<file path="config.mk">
export PLATFORM = sky130hd
export DESIGN_NAME = touch_pad_bank
export DESIGN_NICKNAME = d
export VERILOG_FILES = /design/src/rtl/touch_pkg.sv /design/src/rtl/touch_pad_chan.sv /design/src/rtl/touch_pad_bank.sv
export SDC_FILE = /design/constraint.sdc
export NUM_CORES = 1
export LEC_CHECK = 0
export CAP_MARGIN = 0
export CELL_PAD_IN_SITES_DETAIL_PLACEMENT = 1
export CELL_PAD_IN_SITES_GLOBAL_PLACEMENT = 2
export CORE_MARGIN = 2
export CORE_UTILIZATION = 43
export DETAILED_ROUTE_END_ITERATION = 8
export DONT_BUFFER_PORTS = 1
export GPL_ROUTABILITY_DRIVEN = 0
export HOLD_SLACK_MARGIN = 0.02
export MAX_ROUTING_LAYER = met4
export PLACE_DENSITY = 0.8
export SETUP_SLACK_MARGIN = 0.15
export SKIP_LAST_GASP = 1
export SLEW_MARGIN = 15
export SYNTH_ARGS = -nofsm -noshare
export SYNTH_HDL_FRONTEND = slang
export SYNTH_HIERARCHICAL = 1
export SYNTH_SLANG_ARGS = --single-unit
</file>
<file path="constraint.sdc">
create_clock -name clk -period 5 [get_ports clk]
set_input_delay 1 -clock clk [delete_from_list [all_inputs] [get_ports clk]]
set_output_delay 1 -clock clk [all_outputs]
set_load 0.01 [all_outputs]
</file>
<file path="src/rtl/touch_pkg.sv">
// Shared timing defaults and counter sizing helper for the touch pad bank.
package touch_pkg;

  localparam int unsigned CLK_HZ       = 48_000_000;
  localparam int unsigned DEBOUNCE_1MS = CLK_HZ / 1000;
  localparam int unsigned LONG_1S      = CLK_HZ;

  // Bits needed to hold the values 0..max_val (never less than one bit).
  function automatic int unsigned cnt_width(input int unsigned max_val);
    return (max_val < 1) ? 1 : $clog2(max_val + 1);
  endfunction

endpackage

</file>
<file path="src/rtl/touch_pad_chan.sv">
// One touch pad channel: synchroniser, debounce, edge pulses and long-press timer.
module touch_pad_chan
  import touch_pkg::*;
#(
  parameter int unsigned SYNC_STAGES       = 2,
  parameter int unsigned DEBOUNCE_CYCLES   = DEBOUNCE_1MS,
  parameter int unsigned LONG_PRESS_CYCLES = LONG_1S
) (
  input  logic clk,
  input  logic rst_n,
  input  logic pad_sense_n_i,
  output logic pressed_o,
  output logic press_pulse_o,
  output logic release_pulse_o,
  output logic long_pulse_o,
  output logic long_held_o
);

  localparam int unsigned DEB_W  = cnt_width(DEBOUNCE_CYCLES);
  localparam int unsigned HOLD_W = cnt_width(LONG_PRESS_CYCLES);
  localparam logic [DEB_W-1:0]  DEB_LAST  = DEB_W'(DEBOUNCE_CYCLES - 1);
  localparam logic [HOLD_W-1:0] HOLD_LAST = HOLD_W'(LONG_PRESS_CYCLES - 1);

  logic [SYNC_STAGES-1:0] sync_q, sync_d;
  logic                   sync_raw;
  logic [DEB_W-1:0]       deb_cnt_q, deb_cnt_d;
  logic [HOLD_W-1:0]      hold_cnt_q, hold_cnt_d;
  logic                   pressed_q, pressed_d;
  logic                   press_q, press_d;
  logic                   release_q, release_d;
  logic                   long_pulse_q, long_pulse_d;
  logic                   long_held_q, long_held_d;

  always_comb begin
    sync_d       = {sync_q[SYNC_STAGES-2:0], pad_sense_n_i};
    sync_raw     = ~sync_q[SYNC_STAGES-1];
    deb_cnt_d    = deb_cnt_q;
    pressed_d    = pressed_q;
    hold_cnt_d   = hold_cnt_q;
    long_held_d  = long_held_q;
    long_pulse_d = 1'b0;

    // A disagreement must persist DEBOUNCE_CYCLES in a row to be accepted.
    if (sync_raw == pressed_q) begin
      deb_cnt_d = '0;
    end else if (deb_cnt_q == DEB_LAST) begin
      pressed_d = sync_raw;
      deb_cnt_d = '0;
    end else begin
      deb_cnt_d = deb_cnt_q + DEB_W'(1);
    end

    press_d   = pressed_d & ~pressed_q;
    release_d = ~pressed_d & pressed_q;

    // Clearing on the next pressed level lets long_held drop with release_pulse.
    if (!pressed_d) begin
      hold_cnt_d  = '0;
      long_held_d = 1'b0;
    end else if (pressed_q && !long_held_q) begin
      if (hold_cnt_q == HOLD_LAST) begin
        long_pulse_d = 1'b1;
        long_held_d  = 1'b1;
      end else begin
        hold_cnt_d = hold_cnt_q + HOLD_W'(1);
      end
    end
  end

  always_ff @(posedge clk) begin
    if (!rst_n) begin
      sync_q       <= '1;
      deb_cnt_q    <= '0;
      hold_cnt_q   <= '0;
      pressed_q    <= 1'b0;
      press_q      <= 1'b0;
      release_q    <= 1'b0;
      long_pulse_q <= 1'b0;
      long_held_q  <= 1'b0;
    end else begin
      sync_q       <= sync_d;
      deb_cnt_q    <= deb_cnt_d;
      hold_cnt_q   <= hold_cnt_d;
      pressed_q    <= pressed_d;
      press_q      <= press_d;
      release_q    <= release_d;
      long_pulse_q <= long_pulse_d;
      long_held_q  <= long_held_d;
    end
  end

  assign pressed_o       = pressed_q;
  assign press_pulse_o   = press_q;
  assign release_pulse_o = release_q;
  assign long_pulse_o    = long_pulse_q;
  assign long_held_o     = long_held_q;

endmodule

</file>
<file path="src/rtl/touch_pad_bank.sv">
// Bank of NUM_PADS touch pads with a registered count of pads currently held.
module touch_pad_bank
  import touch_pkg::*;
#(
  parameter int unsigned NUM_PADS          = 2,
  parameter int unsigned SYNC_STAGES       = 2,
  parameter int unsigned DEBOUNCE_CYCLES   = DEBOUNCE_1MS,
  parameter int unsigned LONG_PRESS_CYCLES = LONG_1S,
  localparam int unsigned CNT_W            = cnt_width(NUM_PADS)
) (
  input  logic                clk,
  input  logic                rst_n,
  input  logic [NUM_PADS-1:0] pad_sense_n_i,
  output logic [NUM_PADS-1:0] pad_return_o,
  output logic [NUM_PADS-1:0] pressed_o,
  output logic [NUM_PADS-1:0] press_pulse_o,
  output logic [NUM_PADS-1:0] release_pulse_o,
  output logic [NUM_PADS-1:0] long_pulse_o,
  output logic [NUM_PADS-1:0] long_held_o,
  output logic [CNT_W-1:0]    pressed_count_o
);

  logic [CNT_W-1:0] count_q, count_d;

  for (genvar g = 0; g < NUM_PADS; g++) begin : g_chan
    touch_pad_chan #(
      .SYNC_STAGES      (SYNC_STAGES),
      .DEBOUNCE_CYCLES  (DEBOUNCE_CYCLES),
      .LONG_PRESS_CYCLES(LONG_PRESS_CYCLES)
    ) u_chan (
      .clk            (clk),
      .rst_n          (rst_n),
      .pad_sense_n_i  (pad_sense_n_i[g]),
      .pressed_o      (pressed_o[g]),
      .press_pulse_o  (press_pulse_o[g]),
      .release_pulse_o(release_pulse_o[g]),
      .long_pulse_o   (long_pulse_o[g]),
      .long_held_o    (long_held_o[g])
    );
  end

  // Popcount of the debounced levels; for two pads this is a half adder.
  always_comb begin
    count_d = '0;
    for (int unsigned i = 0; i < NUM_PADS; i++) begin
      count_d = count_d + CNT_W'(pressed_o[i]);
    end
  end

  always_ff @(posedge clk) begin
    if (!rst_n) begin
      count_q <= '0;
    end else begin
      count_q <= count_d;
    end
  end

  assign pressed_count_o = count_q;
  assign pad_return_o    = '0;

endmodule
</file>
==> metrics.yaml <==
grt_usage_pct: 19.26
syn-cell-area_um2: 4624
cap_viol_max_count: 0
fin_skew_ns: 0.008077
min_from: "g_chan[1].u_chan/sync_q[0]$_SDFF_PN1_"
dpl_cell_area_um2: 4725
yosys-mux-area-fraction_pct: 0.2165
tightestPinTransition_ns: 1.055
drive_gt1_share_pct: 7.961
drtAntennaViolNets: 0
grt_pass1_vias: 3525
cts_tree: "done"
vias: 3583
setup_ws_ns: 2.834
critPathArrivalTime_ns: 2.47
post_cts.repair.setup_buffers: 0
hold_path.class: "reg2reg"
clk_latency_ns: 0.38
synth_edf_count: 0
status: "finished, final reports clean"
slowest_stage: "nor4_4"
stdcell_area_um2: 4905
placement.io_buffers: 0
synth-xor-area-share_pct: 12.50
setup_viol: 0
syn_area_per_cell_um2: 8.962
maxSlewHeadroom_pct: 29.22
postCtsHoldBufs: 0
wl_per_cell_um: 15.38
htreeDepth: 3
cts_buffers: 9
netlist_instances: 516
dieArea_um2: 11600
synth_seq_area_share_pct: 43.29
endpoint_kind: "flop"
final_util_pct: 47.30
cp-startpoint: "g_chan[1].u_chan/hold_cnt_q[4]$_SDFFE_PN0P_"
drt_wl_total_mm: 10.03
core_area_um2: 10370
dpl.cell_count: 637
cts_sinks: 100
start_kind: "flop"
rr_startpoint: "g_chan[1].u_chan/hold_cnt_q[4]$_SDFFE_PN0P_"
synth-seq-cells: 100
hold_viol_final: 0
synth_compound_area_share_pct: 6.548
io_pins: 18
clockRootBuffer: "clkbuf_8"
maxSlewViolCount: 0
drtIter0Drc: 108
cts_resized: 0
grt_max_degree: 31
ir_worst_vdd_mv: 0.1931
pwr_density_cell_nw_per_um2: 265.0
crit_path_max_incr_delay_ns: 0.68
critPathMaxFanout: 14
synth_top_family_by_area: "simple AND/OR/NAND/NOR gates"
path_clk_slew_ns: 0.09
crit_chain: "and4_1, nand3_2, nor4_4, o21ai_0, a21oi_1"
crit_family: "simple AND/OR/NAND/NOR gates"
ys_types: 52
p_leak_nw: 1.552
rsz0062_at_grt: "no"
stdcell_count: 652
routed_via_density: 5.495
firstDrtPassIters: 4
num-nets-final: 521
place_ws_ns: 2.856
synth-simple-area-share_pct: 32.47
clk_path_buf_depth: 2
die_h_um: 107.7
syn_to_final_growth_pct: 6.061
fin_crit_sh_pct: 43.32
overflow: 0
synthArstFlopShare_pct: 0
power_mw: 1.300
die_w_um: 107.7
yosysWarnings: 6
start_util_pct: 44.59
antenna_found_initial: 1
hpwlAfterDp_mm: 6.971
rows: 37
synth-main-ff-cell: "dfxtp_1"
whs_ns: 0.4179
tns_ns: 0
drc: 0
cp_data_required_time_ns: 5.30
grt_pass1_wl_mm: 17.29
fmax_ghz: 0.4617
min_period_ns: 2.166
worstSetupPathType: "reg2reg"
synthAdderAreaFrac_pct: 1.353
crit_buf_inv: 0
## synth_stat cells, types with 5 or more instances
cell type | number | area, um2
xnor2_1 | 34 | 297.8
nor3_1 | 13 | 65.06
or3_1 | 5 | 31.28
dfxtp_1 | 100 | 2002
nor4_4 | 6 | 127.6
buf_2 | 5 | 25.02
and4_1 | 6 | 52.55
o21ai_0 | 8 | 40.04
and3_1 | 14 | 87.58
a211oi_1 | 5 | 37.54
nor4_1 | 5 | 31.28
nand2_1 | 22 | 82.58
and2_1 | 7 | 43.79
nand2b_1 | 7 | 43.79
clkbuf_1 | 8 | 30.03
inv_1 | 18 | 67.56
nor2_1 | 85 | 319.1
ha_1 | 5 | 62.56
nand4_1 | 27 | 168.9
or4_1 | 8 | 60.06
nand3_1 | 26 | 130.1
o31ai_1 | 8 | 60.06
xor2_1 | 32 | 280.3
a21oi_1 | 21 | 105.1
## report_power, final
part | total, mW | internal [mW] | switching [mW]
Combinational | 0.00542 | 0.00194 | 0.00348
Sequential | 0.799 | 0.798 | 0.00122
Clock | 0.496 | 0.225 | 0.271
## routing by layer
layer  up-vias  routed length [um]  GRT usage (%)
li1       1789                   -              -
met1      1763                4778          23.71
met2        18                4819          31.04
met3        13                 291          4.782
met4         0                 141          6.319
met5         -                   0              -
## state kept, by name, indices dropped and copies added (netlist names)
register and cells:
g_chan.u_chan/press_pulse_o 2, g_chan.u_chan/hold_cnt_q 52, g_chan.u_chan/pressed_o 2, pressed_count_o 2, g_chan.u_chan/long_held_o 2, g_chan.u_chan/deb_cnt_q 32
g_chan.u_chan/release_pulse_o 2, g_chan.u_chan/sync_q 4, g_chan.u_chan/long_pulse_o 2
## final cells by class
type / count / area, um2
flip-flops and latches: 100 / 2002
multi-input cells: 381 / 2470
inverters: 18 / 67.56
clock buffers: 9 / 123.9
clock inverters: 5 / 53.80
diodes: 1 / 2.502
fillers: 1239 / 5465
well taps: 136 / 170.2
repair buffers: 2 / 15.01
## logic make-up (layout without fill, tap and decap cells)
logic type / after synthesis / after routing
XOR/XNOR: 66 / 66
other: 1 / 3
AO/OA/AOI/OAI: 48 / 48
flip-flops: 100 / 100
buffers and inverters: 36 / 34
adder cells (fa/ha/maj): 5 / 5
AND/OR/NAND/NOR: 259 / 259
multiplexers: 1 / 1
## placed cells by master (no fill, tap or decap), types with 7 or more instances in the layout
cell      count
dfxtp_1     100
nor2_1       85
xnor2_1      34
xor2_1       32
nand4_1      27
nand3_1      26
nand2_1      22
a21oi_1      21
inv_1        18
and3_1       14
nor3_1       13
clkbuf_8      9
o31ai_1       8
or4_1         8
and2_1        7
nand2b_1      7
o21ai_0       7
## worst paths after layout
| path | to | slack (ns) | cells after the start |
|---|---|---|---|
| worst max-delay path | g_chan[1].u_chan/hold_cnt_q[9]$_SDFFE_PN0P_ | 2.83 | 5 |
| worst min-delay path | g_chan[1].u_chan/sync_q[1]$_SDFF_PN1_ | 0.42 | 1 |
| worst max register to register | g_chan[1].u_chan/hold_cnt_q[9]$_SDFFE_PN0P_ | 2.83 | 5 |
| worst min register to register | g_chan[1].u_chan/sync_q[1]$_SDFF_PN1_ | 0.42 | 1 |
No activity file was read; power rests on OpenSTA's default activity.
